===== src/rtl/bt_resp_rx.sv =====
// UART 8N1 receiver plus line assembler for BT module responses ("AOK"/"ERR" lines).
// Optional idle timeout on partial lines is enabled by defining BT_RESP_TIMEOUT_EN.
module bt_resp_rx #(
  parameter int         BAUD_DIV   = 2604,
  parameter logic [7:0] TERM       = 8'h0A,
  parameter int         TMO_CYCLES = 2500000
) (
  input  logic       clk,
  input  logic       rst,
  input  logic       RX,
  input  logic       clr_resp,
  output logic [7:0] rx_byte,
  output logic       rx_rdy,
  output logic       frm_err,
  output logic       resp_rcvd,
  output logic       resp_ok,
  output logic       resp_err,
  output logic [4:0] resp_len,
  output logic       ovfl,
  output logic       resp_tmo
);
  localparam int BW = $clog2(BAUD_DIV + 1);
  localparam logic [BW-1:0] HALF = BW'(BAUD_DIV / 2 - 1);
  localparam logic [BW-1:0] FULL = BW'(BAUD_DIV - 1);

  typedef enum logic [1:0] {S_IDLE, S_START, S_DATA, S_STOP} state_t;
  state_t r_state, w_next;

  logic          r_rx_s1, r_rx_s2, r_rx_d;
  logic [BW-1:0] r_baud;
  logic [2:0]    r_bit;
  logic [7:0]    r_shift, r_rx_byte;
  logic          r_rx_rdy, r_frm_err;
  logic          w_fall, w_half, w_full, w_adv, w_byte_ok, w_frm;
  logic          w_tmo;

  // Third flop only feeds edge detection; sampling uses r_rx_s2.
  always_ff @(posedge clk) begin
    if (rst) begin
      r_rx_s1 <= 1'b1;
      r_rx_s2 <= 1'b1;
      r_rx_d  <= 1'b1;
    end else begin
      r_rx_s1 <= RX;
      r_rx_s2 <= r_rx_s1;
      r_rx_d  <= r_rx_s2;
    end
  end

  assign w_fall = r_rx_d & ~r_rx_s2;
  assign w_half = (r_baud == HALF);
  assign w_full = (r_baud == FULL);

  always_ff @(posedge clk) begin
    if (rst) r_state <= S_IDLE;
    else     r_state <= w_next;
  end

  always_comb begin
    w_next = r_state;
    case (r_state)
      S_IDLE:  if (w_fall) w_next = S_START;
      S_START: if (w_half) w_next = r_rx_s2 ? S_IDLE : S_DATA;
      S_DATA:  if (w_full && r_bit == 3'd7) w_next = S_STOP;
      S_STOP:  if (w_full) w_next = S_IDLE;
      default: w_next = S_IDLE;
    endcase
  end

  always_comb begin
    w_adv     = 1'b0;
    w_byte_ok = 1'b0;
    w_frm     = 1'b0;
    case (r_state)
      S_START: w_adv = w_half;
      S_DATA:  w_adv = w_full;
      S_STOP: begin
        w_adv     = w_full;
        w_byte_ok = w_full & r_rx_s2;
        w_frm     = w_full & ~r_rx_s2;
      end
      default: ;
    endcase
  end

  always_ff @(posedge clk) begin
    if (rst) begin
      r_baud    <= '0;
      r_bit     <= '0;
      r_shift   <= '0;
      r_rx_byte <= '0;
      r_rx_rdy  <= 1'b0;
      r_frm_err <= 1'b0;
    end else begin
      r_baud    <= (r_state == S_IDLE || w_adv) ? '0 : r_baud + 1'b1;
      r_rx_rdy  <= w_byte_ok;
      r_frm_err <= w_frm;
      if (r_state == S_IDLE) r_bit <= '0;
      if (r_state == S_DATA && w_full) begin
        r_shift <= {r_rx_s2, r_shift[7:1]};
        r_bit   <= r_bit + 1'b1;
      end
      if (w_byte_ok) r_rx_byte <= r_shift;
    end
  end

  // Line assembler
  logic [7:0] r_buf [16];
  logic [4:0] r_cnt, r_resp_len;
  logic       r_resp_rcvd, r_resp_ok, r_resp_err, r_ovfl;
  logic       w_is_term, w_is_data, w_wr, w_aok, w_errl;

  assign w_is_term = r_rx_rdy && (r_rx_byte == TERM);
  assign w_is_data = r_rx_rdy && (r_rx_byte != TERM) && (r_rx_byte != 8'h0D);
  assign w_wr      = w_is_data && (r_cnt != 5'd16);
  assign w_aok  = (r_cnt >= 5'd3) && r_buf[0] == 8'h41 && r_buf[1] == 8'h4F && r_buf[2] == 8'h4B;
  assign w_errl = (r_cnt >= 5'd3) && r_buf[0] == 8'h45 && r_buf[1] == 8'h52 && r_buf[2] == 8'h52;

  always_ff @(posedge clk) begin
    if (w_wr) r_buf[r_cnt[3:0]] <= r_rx_byte;
  end

  // Later assignments win: a line completion overrides a coincident clr_resp.
  always_ff @(posedge clk) begin
    if (rst) begin
      r_cnt       <= '0;
      r_resp_len  <= '0;
      r_resp_rcvd <= 1'b0;
      r_resp_ok   <= 1'b0;
      r_resp_err  <= 1'b0;
      r_ovfl      <= 1'b0;
    end else begin
      r_resp_rcvd <= 1'b0;
      if (clr_resp) begin
        r_resp_ok  <= 1'b0;
        r_resp_err <= 1'b0;
        r_ovfl     <= 1'b0;
      end
      if (w_tmo) r_cnt <= '0;
      if (w_wr) r_cnt <= r_cnt + 1'b1;
      if (w_is_data && r_cnt == 5'd16) r_ovfl <= 1'b1;
      if (w_is_term && r_cnt != 5'd0) begin
        r_resp_rcvd <= 1'b1;
        r_resp_len  <= r_cnt;
        r_resp_ok   <= w_aok;
        r_resp_err  <= w_errl;
        r_cnt       <= '0;
      end
    end
  end

`ifdef BT_RESP_TIMEOUT_EN
  logic [31:0] r_idle;
  logic        r_resp_tmo, w_run;

  assign w_run = (r_cnt != 5'd0) && (r_state == S_IDLE);
  assign w_tmo = w_run && !r_rx_rdy && (r_idle == 32'(TMO_CYCLES - 1));

  always_ff @(posedge clk) begin
    if (rst) begin
      r_idle     <= '0;
      r_resp_tmo <= 1'b0;
    end else begin
      r_resp_tmo <= w_tmo;
      if ((r_state == S_IDLE && w_fall) || !w_run || w_tmo) r_idle <= '0;
      else                                                  r_idle <= r_idle + 1'b1;
    end
  end
  assign resp_tmo = r_resp_tmo;
`else
  assign w_tmo    = 1'b0;
  assign resp_tmo = 1'b0;
`endif

  assign rx_byte   = r_rx_byte;
  assign rx_rdy    = r_rx_rdy;
  assign frm_err   = r_frm_err;
  assign resp_rcvd = r_resp_rcvd;
  assign resp_ok   = r_resp_ok;
  assign resp_err  = r_resp_err;
  assign resp_len  = r_resp_len;
  assign ovfl      = r_ovfl;
endmodule


===== config.mk =====
export PLATFORM = sky130hd
export DESIGN_NAME = bt_resp_rx
export DESIGN_NICKNAME = d
export VERILOG_FILES = /design/src/rtl/bt_resp_rx.sv
export SDC_FILE = /design/constraint.sdc
export NUM_CORES = 1
export LEC_CHECK = 0
export BUFFER_PORTS_ARGS = -buffer_cell sky130_fd_sc_hd__clkbuf_2
export CAP_MARGIN = 10
export CORE_ASPECT_RATIO = 0.9
export CORE_MARGIN = 2
export CORE_UTILIZATION = 52
export CTS_CLUSTER_SIZE = 10
export DETAILED_ROUTE_END_ITERATION = 12
export GPL_TIMING_DRIVEN = 0
export PLACE_DENSITY = 0.73
export SYNTH_ARGS = -nofsm -noshare
export SYNTH_HDL_FRONTEND = slang
export SYNTH_SLANG_ARGS = --single-unit
export TNS_END_PERCENT = 100

===== constraint.sdc =====
create_clock -name clk -period 2.18 [get_ports clk]
set_clock_uncertainty 0.05 [all_clocks]
set_input_delay 0.436 -clock clk [delete_from_list [all_inputs] [get_ports clk]]
set_output_delay 0.436 -clock clk [all_outputs]
set_load 0.05 [all_outputs]

Word-level counts from Yosys, hierarchy flattened
Memories as Yosys holds them, arrays and structs flattened.
Cells that the tools add are included.
- bitwise gates (word level): 5
- add/subtract/negate cells: 3
- equal/unequal tests: 21
- reduce and logical (&&, ||, !) cells: 25
- multiplexer cells: 17
- $lt $le $gt $ge: 1
- operators with widths (kind ; count):
    equality test 8 x 7 -> 1 bit (second input constant) ; 6
    != test 8 x 4 -> 1 bit (second input constant) ; 2
    logical AND 1 bit ; 14
    adder 12 x 1 -> 12 bit (second input constant) ; 1
    equality test 12 x 11 -> 1 bit (second input constant) ; 1
    equality test 12 bit (second input constant) ; 1
    two-way mux 2 bit ; 5
    equality test 8 x 4 -> 1 bit (second input constant) ; 1
    two-way mux 1 bit ; 8
    != test 2 bit (second input constant) ; 4
    case mux 2 bit (4 select lines) ; 1
    OR reduction 2 bit ; 4
    two-way mux 3 bit ; 2
    nonzero test 2 bit ; 3
    adder 5 x 1 -> 5 bit (second input constant) ; 1
    equality test 5 bit (second input constant) ; 1
    >= comparator 5 x 2 -> 1 bit (second input constant) ; 1
    != test 5 bit (second input constant) ; 1
    nonzero test 5 bit ; 1
    equality test 2 bit (second input constant) ; 2
    AND reduction 4 bit ; 1
    adder 3 x 1 -> 3 bit (second input constant) ; 1
    bitwise AND 1 bit ; 3
    equality test 3 bit (second input constant) ; 1
    other kinds (5) ; 6
- memory bits (writable): 128
- bits of input ports: 4
- logic and storage cells: 89
- register bits: 52
- output and inout bits: 20
- memories kept: 1
- memories (memory ; depth ; width ; read ports ; clocked after memory_dff ; write ports ; RTL line ; text):
    r_buf ; 16 ; 8 ; 3 ; 0 ; 1 ; 108 ; logic [7:0] r_buf [16];

Longest topological paths before layout
- word-level depth: 6
- gate-level depth with buffers: 7
- gate-level depth less buffers: 6

Worst setup path before layout
Ideal clock, no wire load.
- path type: reg-to-reg
- start: reg r_rx_rdy (netlist: rx_rdy)
- end: reg r_resp_len[0] (netlist: resp_len[0])
- path buffers: 1
- path slack: -0.253 ns
- stages on the path, launching flop included: 6
- clock period less this slack: 2.433 ns
- data arrival time: 2.266 ns
- data required time: 2.013 ns
- cells stage by stage: dfxtp_1 buf_2 or4bb_1 or4_4 and2_1 a22o_1
- longest elaborated chain between the ends: 2
- ends and longest elaborated chain (element ; RTL line ; text):
    from (decl) ; 33 ; logic r_rx_rdy, r_frm_err;
    from (signal assigned) ; 96 ; r_rx_rdy <= w_byte_ok;
    logical AND 1 bit ; 113 ; assign w_is_term = r_rx_rdy && (r_rx_byte == TERM);
    logical AND 1 bit ; 142 ; if (w_is_term && r_cnt != 5'd0) begin
    to (signal assigned) ; 144 ; r_resp_len <= r_cnt;
    to (decl) ; 109 ; logic [4:0] r_cnt, r_resp_len;
Every way passes these cells.
A chain may end at the register's enable or synchronous reset.

Worst setup path after layout
Same ends and word-level chain as after synthesis.

==> impl_metrics.yaml <==
status:
  status: "finished clean"
routing:
  drt_iter0_drc: 127
  drc: 0
  routed_wl_um: 5920
  wl_per_cell_um: 15.1
  ant_nets: 0
  dr.pass1.iters: 4
  vias: 2144
  routed_via_density: 5.47
synthesis:
  yosysMostFrequentCell: "dfxtp_1"
  syn_nets: 292
  async_reset_ff_frac: 0
  synth.top_cell.area_share: 0.335
  synth_top_cells_by_count: "dfxtp_1 (52), nor2_1 (29), nand2_1 (25)"
  syn-cell-area_um2: 3100
  synth_cells: 280
  synth_warnings: 0
  synth_flop_cell: "dfxtp_1"
  avgSynthCellArea_um2: 11.1
  synth.distinct_cells: 51
  ys_ff_latch: 76
  yosysSeqAreaShare: 0.568
  yosys.area.top_type: "dfxtp_1"
  synth_edf_count: 24
  synth_area_leaders: "dfxtp_1 (34%), edfxtp_1 (23%), mux2i_1 (5.2%)"
clock_tree:
  htreeDepth: 3
  insertion_delay_ns: 0.34
  hold_buffers: 0
  cts_sinks: 76
  clock_path_buffers: 2
  cts-root-buf: "clkbuf_8"
  tritoncts: "built"
  clkTransAtPathRegs_ns: 0.08
  cts_buffers: 9
cells_and_area:
  drive_gt1_frac: 0.239
  fin_nets: 329
  area_growth_pct: 16.4
  layout.cells.non_filler: 392
  fill_cells: 474
  antenna_cells_inserted: 0
  postLayoutCellArea_um2: 3610
  postLayoutCoreUtil: 0.631
sta:
  period_share: 0.976
  setup_violations: 0
  final.setup.worst_slack_ns: 0.0517
  maxSlewViolCount: 0
  finalSetupTns_ns: 0
  slew_headroom: 0.636
  fmax_mhz: 470
  layout_min_cycle_time_ns: 2.13
  hold_viol_final: 0
  hold_ws_ns: 0.218
  worst_pin_slew_ns: 0.545
global_routing:
  grt_max_degree: 13
  grt_pass1_wl_um: 9730
  grt_pass1_vias: 2035
  grt.overflow.total: 0
  grt.total_usage: 0.189
  antenna_found_initial: 0
critical_path:
  max_stage_delay_ns: 0.56
  r2r_start: "rx_rdy"
  cp_cell_sequence: "or4bb_4 -> or4_4 -> and2_2 -> a22o_1"
  rr_worst_depth: 4
  r2r_slack_ns: 0.05
  cp.arrival_ns: 2.32
  slowest_stage: "or4_4"
  cp-end-kind: "flop"
  startpoint_type: "flop"
  worst_ep_required_time_ns: 2.37
  path_buf_inv: 0
  critPathLaunch: "rx_rdy"
  critPathKind: "flop to flop"
  crit_cells: 4
  r2r-end: "resp_len[0]"
  path_max_fanout: 6
  crit_family: "simple AND/OR/NAND/NOR gates"
  endpoint: "resp_len[0]"
power_and_ir_drop:
  combPwrFrac: 0.026
  finalPower_mw: 2.53
  p_int_mw: 1.99
  clockPowerShare: 0.398
  ir_drop_mv: 0.536
  seqPwrFrac: 0.577
  swShare: 0.212
  p_leak_nw: 1.17
  power_density_nw_per_um2: 700
  power.switching_mw: 0.536
placement:
  place_hpwl_um: 3940
  placed_cells: 372
  place_area_um2: 3310
  globalplace.congestion: 0.810
  portBuffers: 22
  dp_slack_ns: -0.159
die:
  fp.coreArea_um2: 5730
  die_area_um2: 6600
  die_w_um: 85.4
  boundaryPins: 24
  fp.dieH_um: 77.3
  rows: 26
  start_util: 0.542
min_path:
  holdCritPathClass: "input port to flop"
run:
  cap_violations: 0
-- power by group through the flow --
stage                     Combinational, mW  Clock, mW  Sequential, mW
after floorplan                      0.0404          0            1.49
after global placement               0.0547          0            1.49
after detailed placement             0.0550          0            1.49
after CTS                            0.0635       1.03            1.46
after global routing                 0.0712       1.08            1.46
final                                0.0653       1.01            1.46
-- area by class of cell --
cell class                 instances  area, µm²  share of cell area
timing repair buffer              27        148              0.0409
tap                               70       87.6              0.0242
multi-input combinational        186       1320               0.366
clock buffer                      10        128              0.0353
clock inverter                     6       55.1              0.0152
inverter                           8       30.0             0.00831
sequential                        76       1780               0.493
buffer                             9       60.1              0.0166
-- state kept, by name, indices dropped and copies added, names as in the netlist, 3 cells and up, named ones only --
| register | cells |
|---|---|
| r_cnt | 5 |
| resp_len | 5 |
| r_buf | 24 |
| r_shift | 8 |
| r_bit | 3 |
| rx_byte | 8 |
| r_baud | 12 |
-- layout by cell type (no fill, tap or decap), types with 3 or more instances in the layout --
cell	synthesis	routed
nand4_1	6	6
edfxtp_1	24	24
or3_1	3	3
nor2_1	29	29
dfxtp_2	0	9
o31ai_1	3	3
o21ai_1	5	4
buf_4	1	6
nor3_1	7	6
dfxtp_1	52	41
clkbuf_1	5	6
nor4bb_1	3	3
clkbuf_8	0	9
mux2i_1	16	16
nor4_1	3	3
buf_6	0	3
or2_2	3	3
nor4b_1	4	3
a22o_1	7	7
ha_1	8	7
nand2_1	25	25
inv_1	7	7
nand3_1	7	7
clkbuf_2	0	22
and3_1	5	3
a21oi_1	10	10
xnor2_1	8	8
-- worst min-delay path by stage --
stage,slack (ns),cells past startpoint,start,to
2_1_floorplan,0.34,1,r_rx_s1,r_rx_s2
5_1_grt,0.19,2,RX,r_rx_s1
4_1_cts,0.20,2,RX,r_rx_s1
3_3_place_gp,0.35,1,r_rx_s1,r_rx_s2
3_5_place_dp,0.35,1,r_rx_s1,r_rx_s2
6_report,0.22,2,RX,r_rx_s1
-- worst reg2reg max path, delay by kind of cell, from the launching register on --
family / cells / cell delay [ns]
simple gates: 3 / 1.35
flops: 1 / 0.38
compound gates: 1 / 0.23
-- kinds of logic after synthesis --
kind of cell / after synthesis / synth area share
and+or+nand+nor: 114 / 0.204
xor gates and xnor gates: 10 / 0.0282
DFF: 76 / 0.568
buffers and inverters: 18 / 0.0246
adders and majority gates: 8 / 0.0323
other: 1 / 0.00121
AOI/OAI and AO/OA: 37 / 0.0907
muxes: 16 / 0.0516
-- layer usage --
metal | vias up | GRT usage | wire, µm
met5 | - | 0 | 0
met3 | 7 | 0.0700 | 283
li1 | 1089 | - | -
met1 | 1008 | 0.244 | 2750
met2 | 40 | 0.298 | 2820
met4 | 0 | 0.0540 | 65
-- what timing repair did --
item                                    CTS  global route
endpoints found under the setup margin   51            58
gates resized for setup                  12            14
setup buffers                             3             1
pin swaps                                 2             5
cloned                                    1             0
Power figures use the tool's default switching activity.
